### config.mk
export PLATFORM = sky130hd
export DESIGN_NAME = regfile_layer_ctrl
export DESIGN_NICKNAME = d
export VERILOG_FILES = /design/src/rtl/regfile_layer_ctrl.sv
export SDC_FILE = /design/constraint.sdc
export NUM_CORES = 1
export LEC_CHECK = 0
export CORE_MARGIN = 10
export CORE_UTILIZATION = 47
export DETAILED_ROUTE_END_ITERATION = 7
export PLACE_DENSITY_LB_ADDON = 0.12
export SLEW_MARGIN = 0
export SYNTH_ARGS = -nofsm -noshare
export SYNTH_HDL_FRONTEND = slang
export SYNTH_SLANG_ARGS = --single-unit
### constraint.sdc
create_clock -name clk -period 11.15 [get_ports clk]
set_clock_uncertainty 0.1 [all_clocks]
set_input_delay 3.345 -clock clk [delete_from_list [all_inputs] [get_ports clk]]
set_output_delay 3.345 -clock clk [all_outputs]
set_load 0.02 [all_outputs]
### src/rtl/regfile_layer_ctrl.sv
// -----------------------------------------------------------------------------
// regfile_layer_ctrl
//
// Control/status register bank for one accelerator layer engine.
//
// The bus side sees a small register window starting at BASE_ADDR:
//   offset 0                : CTRL   (bit0 START, write-1 / reads 0; bit1 IRQ_EN)
//   offset 1                : STATUS (bit0 BUSY RO; bit1 DONE W1C; bit2 ERR W1C)
//   offset 2 .. 1+NUM_CFG   : CFG staging words, read/write
//   next NUM_STAT offsets   : STAT words, live view of stat_in, read-only
// Anything else in the address space reads 0 and ignores writes.
//
// Config words are double-buffered. The bus only ever writes the staging copy;
// the engine sees the shadow copy on cfg_out, which is loaded from staging in
// one shot when a START is accepted. This lets software program layer N+1
// while layer N is still running without disturbing the engine.
//
// Event ordering within one clock:
//   1. core_done is applied first (clears BUSY, sets DONE) if BUSY was set.
//   2. A START write is then judged against the post-done BUSY value, so a
//      start landing on the same edge as completion is accepted cleanly.
//   3. Set events on DONE/ERR beat a simultaneous write-1-to-clear.
//
// Reads are registered: rd_en sampled at an edge loads read_data from the
// register contents as they were before that edge, and read_valid pulses for
// exactly that one cycle. read_data holds its value between reads.
//
// Ports:
//   clk          clock
//   rst          asynchronous active-high reset
//   wr_en        bus write strobe
//   rd_en        bus read strobe
//   addr         bus address (ADDR_W)
//   write_data   bus write data (DATA_W)
//   read_data    registered read data (DATA_W)
//   read_valid   one-cycle strobe qualifying read_data
//   cfg_out      committed shadow config, CFG[i] at [i*DATA_W +: DATA_W]
//   start_pulse  one-cycle engine start
//   core_done    engine completion pulse
//   stat_in      live engine status words, STAT[j] at [j*DATA_W +: DATA_W]
//   irq          level interrupt, IRQ_EN & (DONE | ERR), registered
// -----------------------------------------------------------------------------
module regfile_layer_ctrl #(
  parameter int          DATA_W    = 16,
  parameter int          ADDR_W    = 14,
  parameter int unsigned BASE_ADDR = 'h400,
  parameter int          NUM_CFG   = 8,
  parameter int          NUM_STAT  = 4
) (
  input  logic                                                clk,
  input  logic                                                rst,
  input  logic                                                wr_en,
  input  logic                                                rd_en,
  input  logic [ADDR_W-1:0]                                   addr,
  input  logic [DATA_W-1:0]                                   write_data,
  output logic [DATA_W-1:0]                                   read_data,
  output logic                                                read_valid,
  output logic [NUM_CFG*DATA_W-1:0]                           cfg_out,
  output logic                                                start_pulse,
  input  logic                                                core_done,
  input  logic [((NUM_STAT > 0) ? NUM_STAT : 1)*DATA_W-1:0]   stat_in,
  output logic                                                irq
);

  // ---------------------------------------------------------------------------
  // Address map
  // ---------------------------------------------------------------------------
  localparam int              NUM_REGS   = 2 + NUM_CFG + NUM_STAT;
  localparam logic [ADDR_W-1:0] BASE_A   = ADDR_W'(BASE_ADDR);
  localparam logic [ADDR_W-1:0] NREGS_A  = ADDR_W'(NUM_REGS);
  localparam logic [ADDR_W-1:0] OFF_CTRL = ADDR_W'(0);
  localparam logic [ADDR_W-1:0] OFF_STAT = ADDR_W'(1);

  logic [ADDR_W-1:0] offset;
  logic              addr_hit;
  logic              sel_ctrl;
  logic              sel_status;

  // The subtraction wraps for addresses below the base, so the lower-bound
  // compare is needed in addition to the window-size compare.
  assign offset     = addr - BASE_A;
  assign addr_hit   = (addr >= BASE_A) && (offset < NREGS_A);
  assign sel_ctrl   = addr_hit && (offset == OFF_CTRL);
  assign sel_status = addr_hit && (offset == OFF_STAT);

  // ---------------------------------------------------------------------------
  // Control/status state
  // ---------------------------------------------------------------------------
  logic irq_en_reg,      irq_en_next;
  logic busy_reg,        busy_next;
  logic done_reg,        done_next;
  logic err_reg,         err_next;
  logic start_pulse_reg, start_acc;
  logic irq_reg,         irq_next;

  logic done_evt;
  logic busy_after_done;
  logic start_req;
  logic start_err;
  logic ctrl_wr;
  logic status_wr;

  always_comb begin
    ctrl_wr         = wr_en & sel_ctrl;
    status_wr       = wr_en & sel_status;

    // Completion is applied before the start request is judged.
    done_evt        = core_done & busy_reg;
    busy_after_done = busy_reg & ~core_done;

    start_req       = ctrl_wr & write_data[0];
    start_acc       = start_req & ~busy_after_done;
    start_err       = start_req &  busy_after_done;

    irq_en_next     = ctrl_wr ? write_data[1] : irq_en_reg;
    busy_next       = start_acc | busy_after_done;

    // Clear first, then set, so a same-cycle set event wins over W1C.
    done_next = done_reg;
    if (status_wr && write_data[1]) begin
      done_next = 1'b0;
    end
    if (done_evt) begin
      done_next = 1'b1;
    end

    err_next = err_reg;
    if (status_wr && write_data[2]) begin
      err_next = 1'b0;
    end
    if (start_err) begin
      err_next = 1'b1;
    end

    // irq is registered from the next-state values so it tracks the flag
    // registers exactly while coming straight off a flop.
    irq_next = irq_en_next & (done_next | err_next);
  end

  always_ff @(posedge clk or posedge rst) begin
    if (rst) begin
      irq_en_reg      <= 1'b0;
      busy_reg        <= 1'b0;
      done_reg        <= 1'b0;
      err_reg         <= 1'b0;
      start_pulse_reg <= 1'b0;
      irq_reg         <= 1'b0;
    end else begin
      irq_en_reg      <= irq_en_next;
      busy_reg        <= busy_next;
      done_reg        <= done_next;
      err_reg         <= err_next;
      start_pulse_reg <= start_acc;
      irq_reg         <= irq_next;
    end
  end

  assign start_pulse = start_pulse_reg;
  assign irq         = irq_reg;

  // ---------------------------------------------------------------------------
  // Readable register image, indexed by offset
  // ---------------------------------------------------------------------------
  logic [DATA_W-1:0] reg_words [NUM_REGS];
  logic [DATA_W-1:0] ctrl_word;
  logic [DATA_W-1:0] status_word;

  always_comb begin
    // START always reads back as 0; only IRQ_EN is visible in CTRL.
    ctrl_word         = '0;
    ctrl_word[1]      = irq_en_reg;
    status_word       = '0;
    status_word[2:0]  = {err_reg, done_reg, busy_reg};
  end

  assign reg_words[0] = ctrl_word;
  assign reg_words[1] = status_word;

  // ---------------------------------------------------------------------------
  // Config words: staging (bus side) and shadow (engine side)
  // ---------------------------------------------------------------------------
  genvar gi;
  generate
    for (gi = 0; gi < NUM_CFG; gi++) begin : g_cfg
      logic [DATA_W-1:0] stg_reg;
      logic [DATA_W-1:0] shd_reg;
      logic              cfg_wr;

      assign cfg_wr = wr_en && addr_hit && (offset == ADDR_W'(2 + gi));

      always_ff @(posedge clk or posedge rst) begin
        if (rst) begin
          stg_reg <= '0;
        end else if (cfg_wr) begin
          stg_reg <= write_data;
        end
      end

      // Shadow only moves on an accepted START; CFG writes while busy
      // therefore land in staging and wait for the next start.
      always_ff @(posedge clk or posedge rst) begin
        if (rst) begin
          shd_reg <= '0;
        end else if (start_acc) begin
          shd_reg <= stg_reg;
        end
      end

      assign reg_words[2 + gi]              = stg_reg;
      assign cfg_out[gi*DATA_W +: DATA_W]   = shd_reg;
    end

    for (gi = 0; gi < NUM_STAT; gi++) begin : g_stat
      assign reg_words[2 + NUM_CFG + gi] = stat_in[gi*DATA_W +: DATA_W];
    end
  endgenerate

  // ---------------------------------------------------------------------------
  // Registered read path
  // ---------------------------------------------------------------------------
  logic [DATA_W-1:0] rd_mux;
  logic [DATA_W-1:0] read_data_reg;
  logic              read_valid_reg;

  always_comb begin
    rd_mux = '0;
    for (int k = 0; k < NUM_REGS; k++) begin
      if (addr_hit && (offset == ADDR_W'(k))) begin
        rd_mux = reg_words[k];
      end
    end
  end

  always_ff @(posedge clk or posedge rst) begin
    if (rst) begin
      read_data_reg  <= '0;
      read_valid_reg <= 1'b0;
    end else begin
      read_valid_reg <= rd_en;
      if (rd_en) begin
        read_data_reg <= rd_mux;
      end
    end
  end

  assign read_data  = read_data_reg;
  assign read_valid = read_valid_reg;

endmodule

Word-level counts from Yosys, hierarchy flattened
Index checks and enable logic that the tools add are counted.
Widths: inputs -> output; s select.
{ "word_totals": {"reg_bits": 279, "out_inout_bits": 147, "elab_cells": 98} }
{ "op_classes": {"add_sub_neg": 1, "order_cmp": 2, "n_eq_ne": 13, "n_mux": 19, "bitwise": 12, "reduce_logical": 27} }
{ "op_table": {"columns": ["cell", "n"], "rows": [
  ["$mux 16", 13],
  ["$eq 14x4->1 const B", 6],
  ["$eq 14x3->1 const B", 4],
  ["$eq 14x2->1 const B", 2],
  ["$logic_and 1x1->1", 26],
  ["$eq 14x1->1 const B", 1],
  ["$ge 14x11->1 const B", 1],
  ["$logic_not 14->1", 1],
  ["$lt 14x4->1 const B", 1],
  ["$sub 14x11->14 const B", 1],
  ["$and 1x1->1", 8],
  ["$mux 1", 5],
  ["$mux 2", 1],
  ["$not 1->1", 2],
  ["$or 1x1->1", 2]
]} }

Logic depth before layout (Yosys ltp)
Gate-level depths: netlist of run 1.
{ "depth": {"word_depth": 18, "mapped_depth": 9, "ltp_nobuf": 5} }

Least setup slack after synthesis of run 1
No wires, ideal clock.
{ "synth_timing": {"path_kind": "in2reg", "startpoint": "input port addr[4]", "endpoint": "register g_cfg[0].shd_reg[0]", "setup_time_ps": 125, "arrival_ps": 5410, "required_time_ps": 10925, "setup_slack_ps": 5515, "stages": 7, "path_buffers": 3, "cell_sequence": "or4_1 > or3_1 > buf_6 > nor4_4 > buf_4 > buf_6 > mux2_2"} }
{ "synth_via": {"elab_chain_cells": 7} }
{ "synth_rtl": {"columns": ["element", "line", "rtl"], "rows": [
  ["start: declaration", "54", "input logic [ADDR_W-1:0] addr,"],
  ["$sub 14x11->14", "81", "assign offset = addr - BASE_A;"],
  ["$lt 14x4->1", "82", "assign addr_hit = (addr >= BASE_A) && (offset < NREGS_A);"],
  ["$logic_and 1x1->1", "82", null],
  ["$logic_and 1x1->1 *", "83", "assign sel_ctrl = addr_hit && (offset == OFF_CTRL);"],
  ["$and 1x1->1 *", "104", "ctrl_wr = wr_en & sel_ctrl;"],
  ["$and 1x1->1 *", "111", "start_req = ctrl_wr & write_data[0];"],
  ["$and 1x1->1 *", "112", "start_acc = start_req & ~busy_after_done;"],
  ["end signal: assignment", "205", "shd_reg <= stg_reg;"],
  ["end: declaration", "186", "logic [DATA_W-1:0] shd_reg;"]
]} }
Mark *: on every way between the ends. The rest lies on a longest branch, timed or not.
A chain may end at the register's enable or synchronous reset.

Final worst setup path of run 1
{ "layout_timing": {"startpoint": "input port addr[4]", "endpoint": "register g_cfg[1].shd_reg[8]"} }
{ "layout_via": {"elab_chain_cells": 7} }
{ "layout_rtl": {"columns": ["element", "line"], "rows": [
  ["$sub 14x11->14", "81"],
  ["$lt 14x4->1", "82"],
  ["$logic_and 1x1->1", "82"],
  ["$logic_and 1x1->1 *", "83"],
  ["$and 1x1->1 *", "104"],
  ["$and 1x1->1 *", "111"],
  ["$and 1x1->1 *", "112"],
  ["end signal: assignment", "205"],
  ["end: declaration", "186"]
]} }
Marked as above.

==> flow_metrics.py, run 1 <==
metrics = {
    "clocking": {
        "htree_levels": 1,
        "tritoncts": "built",
        "cts_num_sinks": 279,
        "cts.path.max_buffers": 3,
        "ctsHoldBuffers": 0,
        "post-cts-setup-buffer-count": 0,
        "clk_pin_slew_ns": 0.06,
        "clk_latency_ns": 0.54,
        "ctsResizeCount": 0,
        "numCtsBuffers": 29,
        "cts_root_buffer": "clkbuf_16",
    },
    "run": {
        "max_cap_violations": 0,
    },
    "critical_path": {
        "path_max_fanout": 85,
        "endpoint_kind": "flip-flop",
        "slowest_stage": "nor4_4",
        "cp_data_arrival_time_ns": 6.89,
        "cp_cell_sequence": "clkdlybuf4s50_1 > or4_1 > or3_1 > buf_4 > nor4_4 > buf_12 > mux2_2",
        "critPathMaxStageDelay_ns": 0.95,
        "crit_type": "in2reg",
        "worstPathRequired_ns": 11.47,
        "start_kind": "input port",
    },
    "global_route": {
        "grt_pass1_wl_um": 59460,
        "grt_pass1_vias": 9591,
        "antenna_found_initial": 0,
        "use_met1_pct": 29.62,
        "grt_use_met3_pct": 4.960,
        "grt_usage_pct": 22.74,
        "top_usage_layer": "met2",
        "grtUsageMet2_pct": 37.00,
        "grt_max_degree": 144,
        "gr-total-overflow": 0,
    },
    "place": {
        "hpwlAfterDp_um": 27580,
        "gp_congestion": 0.9024,
        "port_buffers": 245,
    },
    "timing": {
        "fin_setup_tns_ns": 0,
        "min_period_ns": 6.566,
        "hold_viol_final": 0,
        "finalCritPeriodShare_pct": 58.89,
        "slew_viol_final": 0,
        "fmax_mhz": 152.3,
        "holdWs_ns": 0.4053,
        "setup_viol": 0,
        "rsz0062_at_grt": "false",
        "tightest_slew_ns": 1.082,
        "relSlewSlack_pct": 27.31,
    },
    "die": {
        "dieWidth_um": 183.9,
        "start_util_pct": 48.03,
        "fp.dieH_um": 183.9,
        "rows": 59,
        "die-area_um2": 33810,
        "coreArea_um2": 26280,
        "ios": 246,
    },
    "detailed_routing": {
        "post_drt_wl_per_cell_um": 25.79,
        "routed_via_density": 5.933,
        "drt_wl_total_um": 39510,
        "vias": 9089,
        "drtIter0Drc": 687,
        "drtAntennaViolNets": 0,
        "drt-pass1-iter-count": 6,
        "drc": 0,
    },
    "yosys": {
        "syn_inst": 944,
        "ys_seq_area_share_pct": 55.31,
        "synth_seq_cells": 279,
        "synth-main-ff-cell": "dfrtp_1",
        "syn_nets": 1043,
        "synth_edf_count": 0,
        "netlist_area_um2": 12620,
        "synthArstFlopShare_pct": 100.0,
        "syn_area_per_cell_um2": 13.37,
        "ys.warnings.count": 0,
        "synthDistinctLibCells": 70,
    },
    "finish": {
        "nets": 1274,
        "utilization_pct": 62.26,
        "drive_gt1_share_pct": 30.60,
        "area_delta_synth_final_pct": 29.63,
    },
    "pwr": {
        "max-vdd-ir-drop_mv": 0.1123,
        "cellLeakagePower_nw": 7.480,
        "p_per_area_nw_per_um2": 135.7,
        "power.total_mw": 2.220,
    },
    "status": {
        "status": "finished clean",
    },
    "min_path": {
        "hold_path_class": "reg2reg",
    },
}
kinds of logic after synthesis:
logic type,after synthesis,synth area share (%)
muxes,277,24.71
DFF,279,55.31
and+or+nand+nor,139,7.454
AOI/OAI and AO/OA,176,9.466
buffers and inverters,73,3.063
layer usage:
layer  wire length [µm]  share of wire [%]
met1              16490                 42
met2              18860                 48
met3               2896                7.3
met4               1253                3.2
met5                  0                  0
cells in the final DEF (no fill, tap or decap), types with 4 or more instances in the layout:
master,netlist,routed
nor3b_1,4,4
clkinv_2,0,6
nand3_1,10,10
and3b_1,8,8
nor4_4,6,6
clkbuf_16,0,29
nand2b_1,9,9
or2_2,4,4
a221oi_1,4,4
a32oi_1,7,7
o22ai_1,15,15
nor2_1,12,12
or3_1,5,5
and2_1,4,4
dfrtp_1,279,279
o2bb2ai_1,13,13
mux2_2,267,267
o211ai_1,4,4
buf_4,5,20
a21oi_1,37,37
a31oi_1,7,7
mux2i_1,9,9
a211oi_1,9,9
nor3_1,12,12
clkdlybuf4s50_1,0,242
and3_1,6,6
nor2b_1,14,14
inv_1,5,4
bufinv_16,0,6
o2111ai_1,7,7
o21ai_0,37,37
nand2_1,23,23
a221o_1,6,6
clkbuf_8,0,6
Yosys cell counts (all sizes together) (4+ instances only):
cell	count	share of area [%]
o2bb2ai	13	0.90
o211ai	4	0.24
and3b	8	0.56
nor2	12	0.36
nor4	6	1.0
or2	4	0.20
and3	6	0.30
and2	5	0.25
dfrtp	279	55
nor3b	4	0.24
buf	35	1.9
a221o	6	0.48
nand2b	9	0.45
a32oi	7	0.49
a221oi	4	0.28
nor2b	14	0.69
inv	6	0.18
mux2i	9	0.71
o21ai	37	1.5
a31oi	7	0.35
clkbuf	31	0.92
nand3	10	0.40
nor3	13	0.60
mux2	267	24
o22ai	15	0.74
a211oi	9	0.54
a21oi	37	1.5
o2111ai	7	0.49
nand2	24	0.73
or3	5	0.25
critical path: cells and delay by family:
kind / cells / cell delay [ns]
simple gates: 3 / 1.91
mux: 1 / 0.40
buf+inv: 3 / 1.04
power breakdown:
part	total [mW]	internal [mW]	switching (mW)	leakage (nW)
combinational	0.143	0.0559	0.0870	3.09
clock	1.06	0.653	0.406	0.516
sequential	1.02	1.02	0.00209	3.88
total	2.22	1.72	0.495	7.48
worst paths after layout:
check                      depth (start not counted)  slack [ns]                        startpoint                          endpoint
max                                                7        4.58                           addr[4]   g_cfg[1].shd_reg[8]$_DFFE_PP0P_
min                                                1        0.41  g_cfg[7].shd_reg[13]$_DFFE_PP0P_  g_cfg[7].shd_reg[13]$_DFFE_PP0P_
max reg2reg                                        5        8.46                busy_reg$_DFF_PP0_   g_cfg[1].shd_reg[8]$_DFFE_PP0P_
min reg2reg                                        1        0.41  g_cfg[7].shd_reg[13]$_DFFE_PP0P_  g_cfg[7].shd_reg[13]$_DFFE_PP0P_
max in group asynchronous                          3        6.05                               rst   g_cfg[6].shd_reg[4]$_DFFE_PP0P_
min in group asynchronous                          2        3.32                               rst  g_cfg[1].shd_reg[12]$_DFFE_PP0P_
final cells by class:
class                   count  area (µm²)
repair buffers            266        2608
clock buffers              37       815.8
diodes                      1       2.502
multi-input cells         592        5269
well taps                 335       419.2
flip-flops and latches    279        6982
clock inverters            15       234.0
inverters                   7       33.78
fillers                  2132        9917
per-stage QoR:
| step | worst slack (ns) | std cells | instance area, µm² |
|---|---|---|---|
| floorplan | 0.01116 | 944 | 12620 |
| global placement | 4.127 | 1479 | 15310 |
| detailed placement | 4.070 | 1479 | 15310 |
| CTS | 4.625 | 1531 | 16360 |
| global route | 4.449 | 1531 | 16360 |
| finish | 4.584 | 1532 | 16360 |
Note: power is estimated with default switching activity, not from simulation.
==> run 2: changes to the inputs <==
==> constraint.sdc (replaced) <==
create_clock -name clk -period 5.47 [get_ports clk]
set_clock_uncertainty 0.1 [all_clocks]
set_input_delay 1.641 -clock clk [delete_from_list [all_inputs] [get_ports clk]]
set_output_delay 1.641 -clock clk [all_outputs]
set_load 0.02 [all_outputs]
==> run 2 against run 1 <==
Against the previous run: worst hold slack got worse by 0.0020 ns; highest routed layer unchanged; sequential cell count stayed put; die area stayed put.
==> flow_metrics.py, run 2 (same netlist as run 1, synthesis figures left out) <==
metrics = {
    "status": {
        "status": "finished clean",
    },
    "detailed_routing": {
        "post_drt_wl_per_cell_um": 25.51,
        "drtAntennaViolNets": 0,
        "drt-pass1-iter-count": 5,
        "routed_via_density": 5.944,
        "drc": 0,
        "drtIter0Drc": 764,
        "vias": 9189,
        "drt_wl_total_um": 39440,
    },
    "die": {
        "dieWidth_um": 183.9,
        "fp.dieH_um": 183.9,
        "coreArea_um2": 26280,
        "start_util_pct": 48.03,
        "ios": 246,
        "die-area_um2": 33810,
        "rows": 59,
    },
    "critical_path": {
        "ff2ff_setup_slack_ns": 3.41,
        "cp_data_arrival_time_ns": 4.56,
        "worstPathRequired_ns": 5.79,
        "r2r-end": "g_cfg[7].shd_reg[0]$_DFFE_PP0P_",
        "r2r-start": "busy_reg$_DFF_PP0_",
        "crit_type": "in2reg",
        "endpoint_kind": "flip-flop",
        "path_max_fanout": 40,
        "worst_r2r_path_depth": 5,
        "start_kind": "input port",
    },
    "place": {
        "hpwlAfterDp_um": 28250,
        "pre_cts_ws_ns": 0.6893,
        "place_area_um2": 15420,
        "port_buffers": 245,
        "gp_congestion": 0.9285,
    },
    "timing": {
        "finalCritPeriodShare_pct": 77.48,
        "relSlewSlack_pct": 40.00,
        "setup_viol": 0,
        "finalWorstSetupSlack_ns": 1.232,
        "fmax_mhz": 236.0,
        "tightest_slew_ns": 0.8982,
        "min_period_ns": 4.238,
        "slew_viol_final": 0,
        "rsz0062_at_grt": "false",
        "holdWs_ns": 0.4032,
        "fin_setup_tns_ns": 0,
        "hold_viol_final": 0,
    },
    "finish": {
        "utilization_pct": 62.67,
        "final_common_cell": "dfrtp_1",
        "nets": 1287,
        "final_cell_mix": "dfrtp_1 (279), mux2_2 (267), clkdlybuf4s50_1 (242)",
        "fin_area_um2": 16470,
        "n_antenna_cell": 0,
        "area_delta_synth_final_pct": 30.48,
        "drive_gt1_share_pct": 31.30,
    },
    "global_route": {
        "grt_usage_pct": 22.93,
        "antenna_found_initial": 0,
        "grt_max_degree": 123,
        "grt_pass1_vias": 9632,
        "gr-total-overflow": 0,
        "grt_pass1_wl_um": 59750,
    },
    "pwr": {
        "max-vdd-ir-drop_mv": 0.1828,
        "cellLeakagePower_nw": 7.550,
        "p_per_area_nw_per_um2": 272.6,
    },
    "min_path": {
        "hold_path_class": "reg2reg",
        "whs_path_depth": 1,
        "min_to": "g_cfg[6].shd_reg[13]$_DFFE_PP0P_",
        "min_from": "g_cfg[6].shd_reg[13]$_DFFE_PP0P_",
    },
    "clocking": {
        "clk_pin_slew_ns": 0.06,
        "cts_root_buffer": "clkbuf_16",
        "ctsHoldBuffers": 0,
        "clk_latency_ns": 0.56,
        "post-cts-setup-buffer-count": 0,
        "numCtsBuffers": 30,
        "htree_levels": 1,
        "tritoncts": "built",
        "ctsResizeCount": 0,
        "cts_num_sinks": 279,
        "cts.path.max_buffers": 3,
    },
    "run": {
        "max_cap_violations": 0,
    },
}
-- run 2: worst max-delay path by stage --
stage          startpoint                              end  cells after the start
2_1_floorplan         rst               busy_reg$_DFF_PP0_                      1
3_3_place_gp      addr[6]  g_cfg[7].shd_reg[8]$_DFFE_PP0P_                      6
3_5_place_dp      addr[6]  g_cfg[7].shd_reg[0]$_DFFE_PP0P_                      6
4_1_cts           addr[6]  g_cfg[7].shd_reg[0]$_DFFE_PP0P_                      6
5_1_grt           addr[6]  g_cfg[7].shd_reg[0]$_DFFE_PP0P_                      6
6_report          addr[6]  g_cfg[7].shd_reg[0]$_DFFE_PP0P_                      6
-- run 2: layout make-up --
type / count / area, µm²
timing repair buffer: 278 / 2723
clock buffer: 44 / 903.4
fill: 2086 / 9809
multi-input combinational: 592 / 5269
clock inverter: 11 / 145.1
sequential: 279 / 6982
tap: 335 / 419.2
inverter: 7 / 30.03
-- run 2: power by group --
part,internal (mW),switching (mW),leakage [nW]
Combinational,0.120,0.178,3.15
Clock,1.28,0.834,0.523
Sequential,2.07,0.00507,3.88
Total,3.47,1.02,7.55
-- run 2: metal layers --
| layer | vias up | global-route usage (%) | routed length (µm) |
|---|---|---|---|
| li1 | 4028 | - | - |
| met1 | 4770 | 29.63 | 16510 |
| met2 | 329 | 37.87 | 19080 |
| met3 | 62 | 4.506 | 2656 |
| met4 | 0 | 7.539 | 1184 |
| met5 | - | 0 | 0 |
-- run 2: worst max-delay path: stages --
cell	delay, ns
clkdlybuf4s50_1	0.55
or4b_4	0.66
or3_1	0.43
nor4_4	0.34
buf_4	0.52
mux2_2	0.40
-- run 2: per-stage QoR --
stage          cells  power [mW]
3_3_place_gp    1491       2.408
3_5_place_dp    1491       2.410
4_1_cts         1546       4.528
5_1_grt         1546       4.630
6_report        1546       4.490
2_1_floorplan    944       2.246
==> run 3: changes to the inputs <==
--- a/config.mk
+++ b/config.mk
@@ -6,7 +6,7 @@
 export NUM_CORES = 1
 export LEC_CHECK = 0
 export CORE_MARGIN = 10
-export CORE_UTILIZATION = 47
+export CORE_UTILIZATION = 52
 export DETAILED_ROUTE_END_ITERATION = 7
 export PLACE_DENSITY_LB_ADDON = 0.12
 export SLEW_MARGIN = 0
==> constraint.sdc (replaced) <==
create_clock -name clk -period 4.1 [get_ports clk]
set_clock_uncertainty 0.1 [all_clocks]
set_input_delay 1.23 -clock clk [delete_from_list [all_inputs] [get_ports clk]]
set_output_delay 1.23 -clock clk [all_outputs]
set_load 0.02 [all_outputs]
==> run 3 against run 2 <==
Against the previous run: total power up 27%; sequential power up 33%; first-iteration DRC count up 13%; non-clock buffer count up 30; final area up 1.7%; utilization up 8.1 points; die area down 8.6%; sequential cell count unchanged; largest cell class unchanged.
==> flow_metrics.py, run 3 (same netlist as run 1, synthesis figures left out) <==
metrics = {
    "finish": {
        "utilization_pct": 70.76,
        "nFillCells": 1772,
        "register_area_um2": 6982,
        "multiInputGateArea_um2": 5269,
        "final_common_cell": "dfrtp_1",
        "stdcell_count": 1552,
        "drive_gt1_share_pct": 32.28,
        "area_delta_synth_final_pct": 32.76,
        "final_cell_mix": "dfrtp_1 (279), mux2_2 (267), clkdlybuf4s50_1 (242)",
        "nets": 1315,
        "fin_area_um2": 16760,
        "n_antenna_cell": 0,
    },
    "timing": {
        "finalWorstSetupSlack_ns": 0.5950,
        "rsz0062_at_grt": "false",
        "hold_viol_final": 0,
        "slew_viol_final": 0,
        "min_period_ns": 3.505,
        "fmax_mhz": 285.3,
        "tightest_slew_ns": 0.6111,
        "fin_setup_tns_ns": 0,
        "holdWs_ns": 0.4035,
        "setup_viol": 0,
        "relSlewSlack_pct": 59.18,
        "finalCritPeriodShare_pct": 85.49,
    },
    "place": {
        "hpwlAfterDp_um": 29610,
        "place_area_um2": 15870,
        "port_buffers": 245,
        "pre_cts_ws_ns": 0.05588,
        "gp_congestion": 0.9398,
        "dp_cells": 1505,
    },
    "clocking": {
        "post-cts-setup-buffer-count": 0,
        "htree_levels": 1,
        "clk_latency_ns": 0.55,
        "tritoncts": "built",
        "cts_root_buffer": "clkbuf_16",
        "cts.path.max_buffers": 3,
        "numCtsBuffers": 28,
        "clk_pin_slew_ns": 0.06,
        "ctsHoldBuffers": 0,
        "cts_num_sinks": 279,
        "ctsResizeCount": 0,
    },
    "detailed_routing": {
        "drtAntennaViolNets": 0,
        "vias": 9434,
        "drt_wl_total_um": 39880,
        "post_drt_wl_per_cell_um": 25.70,
        "routed_via_density": 6.079,
        "drt-pass1-iter-count": 7,
        "drtIter0Drc": 864,
        "drc": 0,
    },
    "global_route": {
        "antenna_found_initial": 0,
        "grt_usage_pct": 25.22,
        "gr-total-overflow": 0,
        "grt_pass1_wl_um": 60690,
        "grt_max_degree": 63,
        "grt_pass1_vias": 9896,
    },
    "die": {
        "dieWidth_um": 175.8,
        "die-area_um2": 30910,
        "coreArea_um2": 23680,
        "fp.dieH_um": 175.8,
        "rows": 56,
        "ios": 246,
        "start_util_pct": 53.30,
    },
    "pwr": {
        "cellLeakagePower_nw": 7.679,
        "power.total_mw": 5.718,
        "max-vdd-ir-drop_mv": 0.2914,
        "p_per_area_nw_per_um2": 341.2,
    },
    "critical_path": {
        "worst_r2r_path_depth": 6,
        "cp_cell_sequence": "clkdlybuf4s50_1 > or4b_4 > or3_1 > nor4_4 > buf_12 > buf_12 > mux2_2",
        "path_max_fanout": 24,
        "worstPathRequired_ns": 4.43,
        "r2r-end": "g_cfg[1].shd_reg[7]$_DFFE_PP0P_",
        "crit_type": "in2reg",
        "cp_data_arrival_time_ns": 3.83,
        "r2r-start": "busy_reg$_DFF_PP0_",
        "critPathMostFrequentCell": "buf_12",
        "ff2ff_setup_slack_ns": 2.19,
        "start_kind": "input port",
        "endpoint_kind": "flip-flop",
        "critPathMaxStageDelay_ns": 0.54,
        "slowest_stage": "or4b_4",
    },
    "min_path": {
        "min_to": "g_cfg[5].shd_reg[5]$_DFFE_PP0P_",
        "min_from": "g_cfg[5].shd_reg[5]$_DFFE_PP0P_",
        "hold_path_class": "reg2reg",
        "whs_path_depth": 1,
    },
    "status": {
        "status": "finished clean",
    },
    "run": {
        "max_cap_violations": 0,
    },
}
-- run 3: how the worst max path moves through the flow --
stage,end,depth (start not counted),startpoint,slack (ns)
floorplan,busy_reg$_DFF_PP0_,1,rst,-0.92
global placement,g_cfg[2].shd_reg[5]$_DFFE_PP0P_,7,addr[6],0.1
detailed placement,g_cfg[2].shd_reg[5]$_DFFE_PP0P_,7,addr[6],0.06
CTS,g_cfg[1].shd_reg[7]$_DFFE_PP0P_,7,addr[6],0.61
global route,g_cfg[1].shd_reg[7]$_DFFE_PP0P_,7,addr[10],0.56
finish,g_cfg[1].shd_reg[7]$_DFFE_PP0P_,7,addr[6],0.59
-- run 3: final cells by class --
cell class                 count  area share, %
multi-input combinational    592          31.44
clock buffer                  43          5.062
tap                          319          2.382
timing repair buffer         308          19.01
inverter                       7         0.1792
clock inverter                 4         0.2688
sequential                   279          41.66
-- run 3: worst max-delay path, delay by kind of cell --
family	cells	cell delay [ns]
simple gates	3	1.42
buf+inv	3	0.80
mux	1	0.36
-- run 3: power by group --
part | leakage (nW) | switching (mW) | internal (mW)
logic | 3.36 | 0.242 | 0.178
clock network | 0.442 | 1.06 | 1.47
registers | 3.88 | 0.00655 | 2.76
total | 7.68 | 1.31 | 4.41
-- run 3: layer usage --
layer,wire (µm),global-route usage [%],part of all wire (%)
met5,0,0,0
met4,1479,9.749,3.7
met3,3447,5.447,8.6
met2,19050,40.86,48
met1,15910,32.45,40
